===== src/rtl/serial_pkg.sv =====
// Shared definitions for the bit-serial adder.
//   DEFAULT_WIDTH : default operand/result width in bits (legal range 1..32)
//   state_t       : controller state encoding, also exported for debug
package serial_pkg;

  localparam int DEFAULT_WIDTH = 8;

  typedef enum logic [1:0] {
    IDLE  = 2'd0,
    SHIFT = 2'd1,
    DONE  = 2'd2
  } state_t;

endpackage


===== src/rtl/serial_add_ctrl_if.sv =====
// Signal bundle between a requester and the bit-serial adder.
//   start              : request an add of operand_a + operand_b (sampled in IDLE only)
//   operand_a/b        : addends, captured on the accepting edge
//   busy               : high whenever the controller is not IDLE
//   done               : one-cycle pulse when sum/carry_out are complete
//   sum, carry_out     : (a + b) mod 2^WIDTH and the MSB carry; held until next accept
//   serial_bit         : sum bit produced on the most recent SHIFT edge (LSB first)
//   dbg_state          : current controller state, for observation only
// Handshake: start is a level request. The edge that sees start=1 while busy=0
// accepts the operands; the result is valid from the cycle done=1 onwards.
// start and the operands are ignored while busy=1.
interface serial_add_ctrl_if
  import serial_pkg::*;
#(
  parameter int WIDTH = DEFAULT_WIDTH
) ();

  logic             start;
  logic [WIDTH-1:0] operand_a;
  logic [WIDTH-1:0] operand_b;
  logic             busy;
  logic             done;
  logic [WIDTH-1:0] sum;
  logic             carry_out;
  logic             serial_bit;
  state_t           dbg_state;

  // Requester side.
  modport master (
    output start, operand_a, operand_b,
    input  busy, done, sum, carry_out, serial_bit, dbg_state
  );

  // Adder side.
  modport slave (
    input  start, operand_a, operand_b,
    output busy, done, sum, carry_out, serial_bit, dbg_state
  );

endinterface


===== src/rtl/serial_fa_cell.sv =====
// One-bit serial full-adder cell: combinational sum bit plus the carry register.
//   clock, reset : rising-edge clock, synchronous active-high reset
//   a, b         : current operand bits
//   clear        : zero the carry (start of a new operation)
//   enable       : advance the carry by one bit position
//   s            : a ^ b ^ carry
//   carry        : registered carry
module serial_fa_cell (
  input  logic clock,
  input  logic reset,
  input  logic a,
  input  logic b,
  input  logic clear,
  input  logic enable,
  output logic s,
  output logic carry
);

  logic carry_next;

  always_comb begin
    s          = a ^ b ^ carry;
    carry_next = (a & b) | (a & carry) | (b & carry);
  end

  always_ff @(posedge clock) begin
    if (reset) begin
      carry <= 1'b0;
    end else if (clear) begin
      carry <= 1'b0;
    end else if (enable) begin
      carry <= carry_next;
    end
  end

endmodule


===== src/rtl/serial_add_ctrl.sv =====
// Bit-serial adder controller: accepts two WIDTH-bit operands, adds them one
// bit per cycle LSB first, and reports the result with a one-cycle done pulse.
//   clock, reset : rising-edge clock, synchronous active-high reset
//   bus          : serial_add_ctrl_if slave modport (start/operands in,
//                  busy/done/sum/carry_out/serial_bit/dbg_state out)
// Timing: accept on E0, SHIFT edges E1..E_WIDTH, done high in the cycle after
// E_WIDTH, back to IDLE on the following edge (busy high WIDTH+1 cycles).
module serial_add_ctrl
  import serial_pkg::*;
#(
  parameter int WIDTH = DEFAULT_WIDTH  // 1..32
) (
  input logic           clock,
  input logic           reset,
  serial_add_ctrl_if.slave bus
);

  localparam int CNT_W = $clog2(WIDTH) + 1;

  state_t           state_q, state_d;
  logic [WIDTH-1:0] a_q, b_q, res_q, res_next;
  logic [CNT_W-1:0] cnt_q;
  logic             serial_q;
  logic             fa_s, fa_carry;
  logic             accept, shift_en, last_bit;

  always_comb begin
    accept   = (state_q == IDLE) && bus.start;
    shift_en = (state_q == SHIFT);
    last_bit = (cnt_q == CNT_W'(WIDTH - 1));
  end

  serial_fa_cell u_fa (
    .clock  (clock),
    .reset  (reset),
    .a      (a_q[0]),
    .b      (b_q[0]),
    .clear  (accept),
    .enable (shift_en),
    .s      (fa_s),
    .carry  (fa_carry)
  );

  // New sum bit enters at the MSB so that after WIDTH shifts bit 0 sits at LSB.
  generate
    if (WIDTH == 1) begin : g_res_w1
      assign res_next = fa_s;
    end else begin : g_res_wn
      assign res_next = {fa_s, res_q[WIDTH-1:1]};
    end
  endgenerate

  // State register.
  always_ff @(posedge clock) begin
    if (reset) begin
      state_q <= IDLE;
    end else begin
      state_q <= state_d;
    end
  end

  // Next-state logic.
  always_comb begin
    state_d = state_q;
    case (state_q)
      IDLE:    if (bus.start) state_d = SHIFT;
      SHIFT:   if (last_bit)  state_d = DONE;
      DONE:    state_d = IDLE;
      default: state_d = IDLE;
    endcase
  end

  // Datapath: operand shifters, result register, bit counter, serial tap.
  always_ff @(posedge clock) begin
    if (reset) begin
      a_q      <= '0;
      b_q      <= '0;
      res_q    <= '0;
      cnt_q    <= '0;
      serial_q <= 1'b0;
    end else if (accept) begin
      a_q   <= bus.operand_a;
      b_q   <= bus.operand_b;
      cnt_q <= '0;
    end else if (shift_en) begin
      a_q      <= a_q >> 1;
      b_q      <= b_q >> 1;
      res_q    <= res_next;
      serial_q <= fa_s;
      cnt_q    <= cnt_q + CNT_W'(1);
    end
  end

  always_comb begin
    bus.busy       = (state_q != IDLE);
    bus.done       = (state_q == DONE);
    bus.sum        = res_q;
    bus.carry_out  = fa_carry;
    bus.serial_bit = serial_q;
    bus.dbg_state  = state_q;
  end

endmodule

===== src/flat_wrapper.sv =====
// flat-port wrapper written by rule: the top's interface ports become plain ports
module serial_add_ctrl_flat import serial_pkg::*;
#(
  parameter int WIDTH = DEFAULT_WIDTH          
)
  (clock, reset, bus_start, bus_operand_a, bus_operand_b, bus_busy, bus_done, bus_sum, bus_carry_out, bus_serial_bit, bus_dbg_state);
  serial_add_ctrl_if #(.WIDTH(WIDTH)) bus_i ();
  input logic clock;
  input logic reset;
  input wire logic [$bits(bus_i.start)-1:0] bus_start;
  input wire logic [$bits(bus_i.operand_a)-1:0] bus_operand_a;
  input wire logic [$bits(bus_i.operand_b)-1:0] bus_operand_b;
  output wire logic [$bits(bus_i.busy)-1:0] bus_busy;
  output wire logic [$bits(bus_i.done)-1:0] bus_done;
  output wire logic [$bits(bus_i.sum)-1:0] bus_sum;
  output wire logic [$bits(bus_i.carry_out)-1:0] bus_carry_out;
  output wire logic [$bits(bus_i.serial_bit)-1:0] bus_serial_bit;
  output wire logic [$bits(bus_i.dbg_state)-1:0] bus_dbg_state;
  assign bus_i.start = bus_start;
  assign bus_i.operand_a = bus_operand_a;
  assign bus_i.operand_b = bus_operand_b;
  assign bus_busy = bus_i.busy;
  assign bus_done = bus_i.done;
  assign bus_sum = bus_i.sum;
  assign bus_carry_out = bus_i.carry_out;
  assign bus_serial_bit = bus_i.serial_bit;
  assign bus_dbg_state = bus_i.dbg_state;
  serial_add_ctrl #(.WIDTH(WIDTH)) u_core (.clock(clock), .reset(reset), .bus(bus_i));
endmodule

===== config.mk =====
export PLATFORM = sky130hd
export DESIGN_NAME = serial_add_ctrl_flat
export DESIGN_NICKNAME = d
export VERILOG_FILES = /design/src/rtl/serial_pkg.sv /design/src/rtl/serial_add_ctrl_if.sv /design/src/rtl/serial_fa_cell.sv /design/src/rtl/serial_add_ctrl.sv /design/src/flat_wrapper.sv
export SDC_FILE = /design/constraint.sdc
export NUM_CORES = 1
export LEC_CHECK = 0
export ABC_AREA = 0
export BUFFER_PORTS_ARGS = -buffer_cell sky130_fd_sc_hd__buf_2
export CORE_AREA = 2 2 80 82
export DETAILED_ROUTE_END_ITERATION = 6
export DIE_AREA = 0 0 82 84
export PLACE_DENSITY = 0.48
export SLEW_MARGIN = 20
export SYNTH_ARGS = -nofsm -noshare
export SYNTH_HDL_FRONTEND = slang
export SYNTH_HIERARCHICAL = 1
export SYNTH_SLANG_ARGS = --single-unit

===== constraint.sdc =====
create_clock -name clock -period 2.75 [get_ports clock]
set_clock_uncertainty 0.1 [all_clocks]
set_input_delay 0.1375 -clock clock [delete_from_list [all_inputs] [get_ports clock]]
set_output_delay 0.1375 -clock clock [all_outputs]
set_load 0.01 [all_outputs]

=== Word level (Yosys, flattened, before mapping) ===
Index checks and enable logic that the tools add are counted.

* Reduce and logical (&&, ||, !) cells: 7
* Mux-type cells: 7
* Add/sub/neg operators: 1
* Equal/unequal tests: 5
* Bitwise gates (word level): 8

{| class="wikitable"
|+ Operator list
! cell !! number
|-
| $mux 8 || 4
|-
| $add 4x1->4 const B || 1
|-
| $eq 4x3->1 const B || 1
|-
| $mux 2 || 2
|-
| $ne 2x2->1 const B || 2
|-
| $pmux 2 s2 || 1
|-
| $reduce_and 2->1 || 2
|-
| $reduce_bool 2->1 || 2
|-
| $and 1x1->1 || 3
|-
| $eq 2x1->1 const B || 1
|-
| $eq 2x2->1 const B || 1
|-
| $logic_not 2->1 || 1
|-
| $or 1x1->1 || 2
|-
| $reduce_or 2->1 || 1
|-
| $xor 1x1->1 || 2
|-
| $logic_and 1x1->1 || 1
|-
| $not 1->1 || 1
|}

* Input bits: 19
* Register bits after elaboration: 32
* Output and inout bits: 14
* Logic and storage cells: 35

=== Logic depth before layout (Yosys ltp) ===
* Depth in word-level cells: 4
* Gate-level depth with buffers: 6
* Gate-level depth less buffers: 4

=== By module ===
The synthesis kept the hierarchy.

{| class="wikitable"
|+ Modules (own cells, without submodules)
! module !! cells an instance !! seq. area each (µm²) !! instances !! area an instance (µm²)
|-
| serial_add_ctrl || 154 || 600.6 || 1 || 1390.1
|-
| serial_fa_cell || 4 || 20.0 || 1 || 60.1
|}

=== Worst setup path before layout ===
OpenSTA, ideal clock, no wires.

* Path type: register to register
* Start: register u_core.state_q[0] (netlist: u_core/bus.dbg_state[0])
* End: register u_core.u_fa.carry
* Stages on the path, launching flop included: 7
* Arrival: 1301 ps
* Library setup time: 116 ps
* Slack: 1233 ps
* Period minus slack after synthesis: 1517 ps
* Required time: 2534 ps
* Buffers on the path: 2
* Cells stage by stage: dfxtp_1 nand2b_1 buf_2 inv_1 buf_2 mux2i_1 nor3_2

* Elaborated cells between the ends (all ways): 4
* Those cells by class: eq/ne (1); reduce/logical (3)

{| class="wikitable"
|+ RTL lines
! item !! RTL line !! RTL
|-
| from (decl) || serial_add_ctrl.sv:20 || <nowiki>state_t state_q, state_d;</nowiki>
|-
| from (signal assigned) || serial_add_ctrl.sv:58 || <nowiki>state_q <= state_d;</nowiki>
|-
| $eq 2x1->1 || serial_add_ctrl.sv:29 || <nowiki>shift_en = (state_q == SHIFT);</nowiki>
|-
| named net u_core.shift_en || serial_add_ctrl.sv:25 || <nowiki>logic accept, shift_en, last_bit;</nowiki>
|-
| to (signal assigned) || serial_fa_cell.sv:32 || <nowiki>carry <= carry_next;</nowiki>
|-
| to (decl) || serial_fa_cell.sv:16 || <nowiki>output logic carry</nowiki>
|}

The timed path passes the listed nets, and every way through them passes these cells.
A chain may end at the register's enable or synchronous reset.

=== Worst setup path in the final report ===
* Start: register u_core.state_q[0] (netlist: u_core/bus.dbg_state[0])
* End: register u_core.b_q[6]

* Word-level cells in the longest chain between the ends: 3
* Elaborated cells between the ends (all ways): 5
* Those cells by class: eq/ne (1); mux (1); reduce/logical (3)

{| class="wikitable"
|+ Ends and longest elaborated chain
! item !! RTL line !! RTL
|-
| $logic_not 2->1 || serial_add_ctrl.sv:28 || <nowiki>accept = (state_q == IDLE) && bus.start;</nowiki>
|-
| $logic_and 1x1->1 || serial_add_ctrl.sv:28 ||
|-
| $mux 8 / $reduce_bool 2->1 (equally long branches) || - ||
|-
| to (signal assigned) || serial_add_ctrl.sv:83 || <nowiki>b_q <= bus.operand_b;</nowiki>
|-
| to (signal assigned) || serial_add_ctrl.sv:87 || <nowiki>b_q <= b_q >> 1;</nowiki>
|-
| to (decl) || serial_add_ctrl.sv:21 || <nowiki>logic [WIDTH-1:0] a_q, b_q, res_q, res_next;</nowiki>
|}

Parallel ways exist; a longest one is shown, timed or not.

==> metrics.txt <==
# TYPE chip_impl_metric gauge
chip_impl_metric{name="timing.setup.tns",unit="ns"} 0
chip_impl_metric{name="switching_share",unit="%"} 27.00
chip_impl_info{name="worstHoldStart",value="bus_operand_a[7]"} 1
chip_impl_metric{name="number_of_nets_with_antenna_violations_after_detailed_routing",unit=""} 0
chip_impl_info{name="grt_setup_unrepaired",value="false"} 1
chip_impl_metric{name="clkSlewWorstSetupHoldPaths",unit="ns"} 0.06
chip_impl_info{name="setup.worst_path.class",value="flop to flop"} 1
chip_impl_metric{name="design.die.area",unit="µm²"} 6888
chip_impl_metric{name="cts.htree.levels",unit=""} 2
chip_impl_metric{name="yosys_register_bits",unit=""} 31
chip_impl_info{name="timing.critical_path.from_type",value="flop"} 1
chip_impl_metric{name="pwr-share-comb",unit="%"} 14.6
chip_impl_metric{name="hpwlAfterDp",unit="µm"} 2022
chip_impl_info{name="root_buf_cell",value="clkbuf_8"} 1
chip_impl_metric{name="maxSlewHeadroom",unit="%"} 52.28
chip_impl_metric{name="initial_antenna_violation_count",unit=""} 0
chip_impl_metric{name="power_report.internal_total",unit="W"} 0.0007108
chip_impl_metric{name="io_buffer_count",unit=""} 32
chip_impl_metric{name="core_region_area",unit="µm²"} 6096
chip_impl_metric{name="routed-via-count",unit=""} 1161
chip_impl_metric{name="clock_insertion_delay_worst_skew",unit="ns"} 0.28
chip_impl_metric{name="synth_enable_flop_cells",unit=""} 0
chip_impl_metric{name="synth_area_per_cell",unit="µm²"} 9.178
chip_impl_metric{name="buffer_depth_of_the_longest_clock_path",unit=""} 2
chip_impl_metric{name="grt_pass1_wl",unit="µm"} 5271
chip_impl_metric{name="antennaDiodeCount",unit=""} 0
chip_impl_metric{name="switching_power",unit="W"} 0.0002629
chip_impl_metric{name="period_minus_slack",unit="ns"} 1.943
chip_impl_metric{name="ys_async_sr_fraction",unit="%"} 0
chip_impl_metric{name="power.leakage",unit="nW"} 0.6618
chip_impl_metric{name="flow.area_growth_from_synthesis",unit="%"} 18.46
chip_impl_metric{name="globalplace.congestion",unit=""} 0.6636
chip_impl_metric{name="post_synth_num_cell_types",unit=""} 34
chip_impl_metric{name="syn-num-nets",unit=""} 179
chip_impl_metric{name="yosysSeqAreaShare",unit="%"} 42.80
chip_impl_metric{name="ctsResizeCount",unit=""} 0
chip_impl_metric{name="num-fill-cells",unit=""} 675
chip_impl_metric{name="drt_wl_total",unit="µm"} 3139
chip_impl_metric{name="share_clk_of_total_power",unit="%"} 34.6
chip_impl_metric{name="tightestPinTransition",unit="ns"} 0.7157
chip_impl_metric{name="cts_num_sinks",unit=""} 31
chip_impl_metric{name="firstDrtPassIters",unit=""} 6
chip_impl_info{name="synth_flop_type",value="dfxtp_1"} 1
chip_impl_metric{name="vdd.ir_drop.worst",unit="mV"} 0.3142
chip_impl_metric{name="critPathRequiredTime",unit="ns"} 2.78
chip_impl_info{name="worst_setup_path_startpoint",value="u_core/bus.dbg_state[0]"} 1
chip_impl_metric{name="layout.core_utilization",unit="%"} 28.18
chip_impl_metric{name="die-height",unit="µm"} 84
chip_impl_info{name="crit_path_end_kind",value="flop"} 1
chip_impl_metric{name="aggregate_global_routing_overflow",unit=""} 0
chip_impl_metric{name="final_cycle_share",unit="%"} 70.65
chip_impl_metric{name="drt_drc_violations_left",unit=""} 0
chip_impl_metric{name="setup_viol_count_final",unit=""} 0
chip_impl_metric{name="seq_power_share",unit="%"} 50.7
chip_impl_info{name="cts_tree",value="built"} 1
chip_impl_metric{name="instance_count_of_the_mapped_netlist",unit=""} 158
chip_impl_metric{name="crit_fanout",unit=""} 20
chip_impl_metric{name="ioPinCount",unit=""} 33
chip_impl_metric{name="gr-usage-all-layers",unit="%"} 9.903
chip_impl_metric{name="synthesis.area",unit="µm²"} 1450
chip_impl_metric{name="detailedRoute.firstIterationViolations",unit=""} 54
chip_impl_metric{name="grt_pass1_vias",unit=""} 1108
chip_impl_metric{name="avgViaCountPerCell",unit=""} 4.381
chip_impl_info{name="timing.hold.worst.class",value="input port to flop"} 1
chip_impl_metric{name="grt_start_max_net_pins",unit=""} 32
chip_impl_info{name="regToRegStartpoint",value="u_core/bus.dbg_state[0]"} 1
chip_impl_metric{name="post_cts_buffers",unit=""} 0
chip_impl_metric{name="slew_viol_final",unit=""} 0
chip_impl_metric{name="drt-wirelength-per-cell",unit="µm"} 11.85
chip_impl_metric{name="max_freq",unit="GHz"} 0.5147
chip_impl_metric{name="dieWidth",unit="µm"} 82
chip_impl_metric{name="layout-drive-gt1-share",unit="%"} 37.23
chip_impl_metric{name="numCtsBuffers",unit=""} 5
chip_impl_metric{name="number_of_warnings_reported_in_the_yosys_synthesis_log",unit=""} 6
chip_impl_metric{name="max_cap_violations",unit=""} 0
chip_impl_metric{name="floorplan.initialDensity",unit="%"} 23.79
chip_impl_metric{name="cell_rows",unit=""} 29
chip_impl_metric{name="powerDensity",unit="nW/µm²"} 566.8
chip_impl_metric{name="finalHoldViolations",unit=""} 0
chip_impl_metric{name="timing.critical_path.arrival",unit="ns"} 1.97
chip_impl_info{name="outcome",value="finished clean"} 1
chip_impl_metric{name="final_net_count",unit=""} 208
-- registers in the layout, indices dropped and copies added (netlist names) --
signal / flops
u_core/a_q: 8
u_core/b_q: 8
u_core/bus.sum: 8
u_core/cnt_q: 4
u_core/bus.dbg_state: 2
u_core/u_fa/carry: 1
-- metrics by stage --
stage | worst slack, ns | hold WS (ns) | area, µm² | instances | total power (W)
3_3_place_gp | 0.8503 | 0.2937 | 1627 | 256 | 0.0006465
5_1_grt | 0.6283 | 0.03376 | 1718 | 265 | 0.001031
4_1_cts | 0.7579 | 0.01274 | 1718 | 265 | 0.0009944
2_1_floorplan | 1.233 | 0.1084 | 1450 | 158 | 0.0006194
3_5_place_dp | 0.7830 | 0.2925 | 1627 | 256 | 0.0006477
6_report | 0.8072 | 0.03071 | 1718 | 265 | 0.0009738
-- path summary, 6_finish.rpt --
check	endpoint	slack, ns	cells past startpoint
setup reg to reg	u_core/b_q[6]	0.81	4
setup / recovery	u_core/b_q[6]	0.81	4
hold reg to reg	u_core/bus.sum[0]	0.35	2
hold / removal	u_core/a_q[7]	0.03	3
-- synth_stat cells, types with 2 or more instances --
cell type | count | share of area (%)
a211oi_2 | 12 | 10
nand3b_1 | 2 | 1.0
nor3_1 | 5 | 1.7
buf_2 | 3 | 1.0
or2b_1 | 2 | 1.0
nor2_1 | 15 | 3.9
mux2i_1 | 2 | 1.4
clkbuf_1 | 5 | 1.3
or3b_2 | 2 | 1.2
nand2_1 | 30 | 7.8
buf_4 | 2 | 1.0
a21oi_2 | 12 | 7.2
a21oi_1 | 13 | 4.5
dfxtp_1 | 31 | 43
nand3_1 | 3 | 1.0
-- cells by family (layout without fill, tap and decap cells) --
group                    Yosys count  after routing  synth area share [%]
AO/OA/AOI/OAI                     40             40                 23.64
flip-flops                        31             31                 42.80
adder cells (fa/ha/maj)            2              2                 2.243
AND/OR/NAND/NOR                   66             66                 21.31
buffers and inverters             15             45                 7.419
XOR/XNOR                           2              2                 1.208
multiplexers                       2              2                 1.381
-- power by group through the flow --
| stage | registers [W] | clock network [W] | logic (W) |
|---|---|---|---|
| 6_report | 0.000494 | 0.000337 | 0.000143 |
| 3_5_place_dp | 0.000504 | 0 | 0.000144 |
| 2_1_floorplan | 0.000501 | 0 | 0.000118 |
| 3_3_place_gp | 0.000503 | 0 | 0.000143 |
| 4_1_cts | 0.000494 | 0.000355 | 0.000146 |
| 5_1_grt | 0.000497 | 0.000374 | 0.000161 |
-- per-layer routing --
layer | vias to the layer above | track usage, % | wire (µm)
li1 | 593 | - | -
met1 | 538 | 13.49 | 1534
met2 | 25 | 14.49 | 1395
met3 | 5 | 2.814 | 166
met4 | 0 | 4.091 | 42
met5 | - | 0 | 0
-- what timing repair did --
action | in CTS | in global routing
hold buffers | 1 | 0
setup endpoints to repair | 0 | 0
endpoints found under the hold margin | 1 | 0
-- critical path, stage by stage (launching register included) --
cell and delay (ns):
dfxtp_1 0.51, or3b_1 0.55, clkinv_4 0.34, a21oi_2 0.20
a211oi_2 0.08
-- area by class of cell --
| type | instances | area, µm² | area share (%) |
|---|---|---|---|
| Clock inverter | 1 | 5.005 | 0.2913 |
| Clock buffer | 7 | 76.32 | 4.443 |
| Tap cell | 77 | 96.34 | 5.608 |
| Multi-Input combinational cell | 112 | 721.9 | 42.02 |
| Sequential cell | 31 | 620.6 | 36.13 |
| Inverter | 2 | 12.51 | 0.7283 |
| Timing Repair Buffer | 35 | 185.2 | 10.78 |
-- placed cells by master, fill, tap and decap left out, drive strengths merged, types with 3 or more instances in the layout --
cell type	synthesis	routed
nand3	3	3
nor3	6	6
a21oi	25	25
nand2	30	30
buf	8	34
nor2	15	15
or3b	3	3
a211oi	13	13
dfxtp	31	31
clkbuf	5	7
No activity file was read; power rests on OpenSTA's default activity.
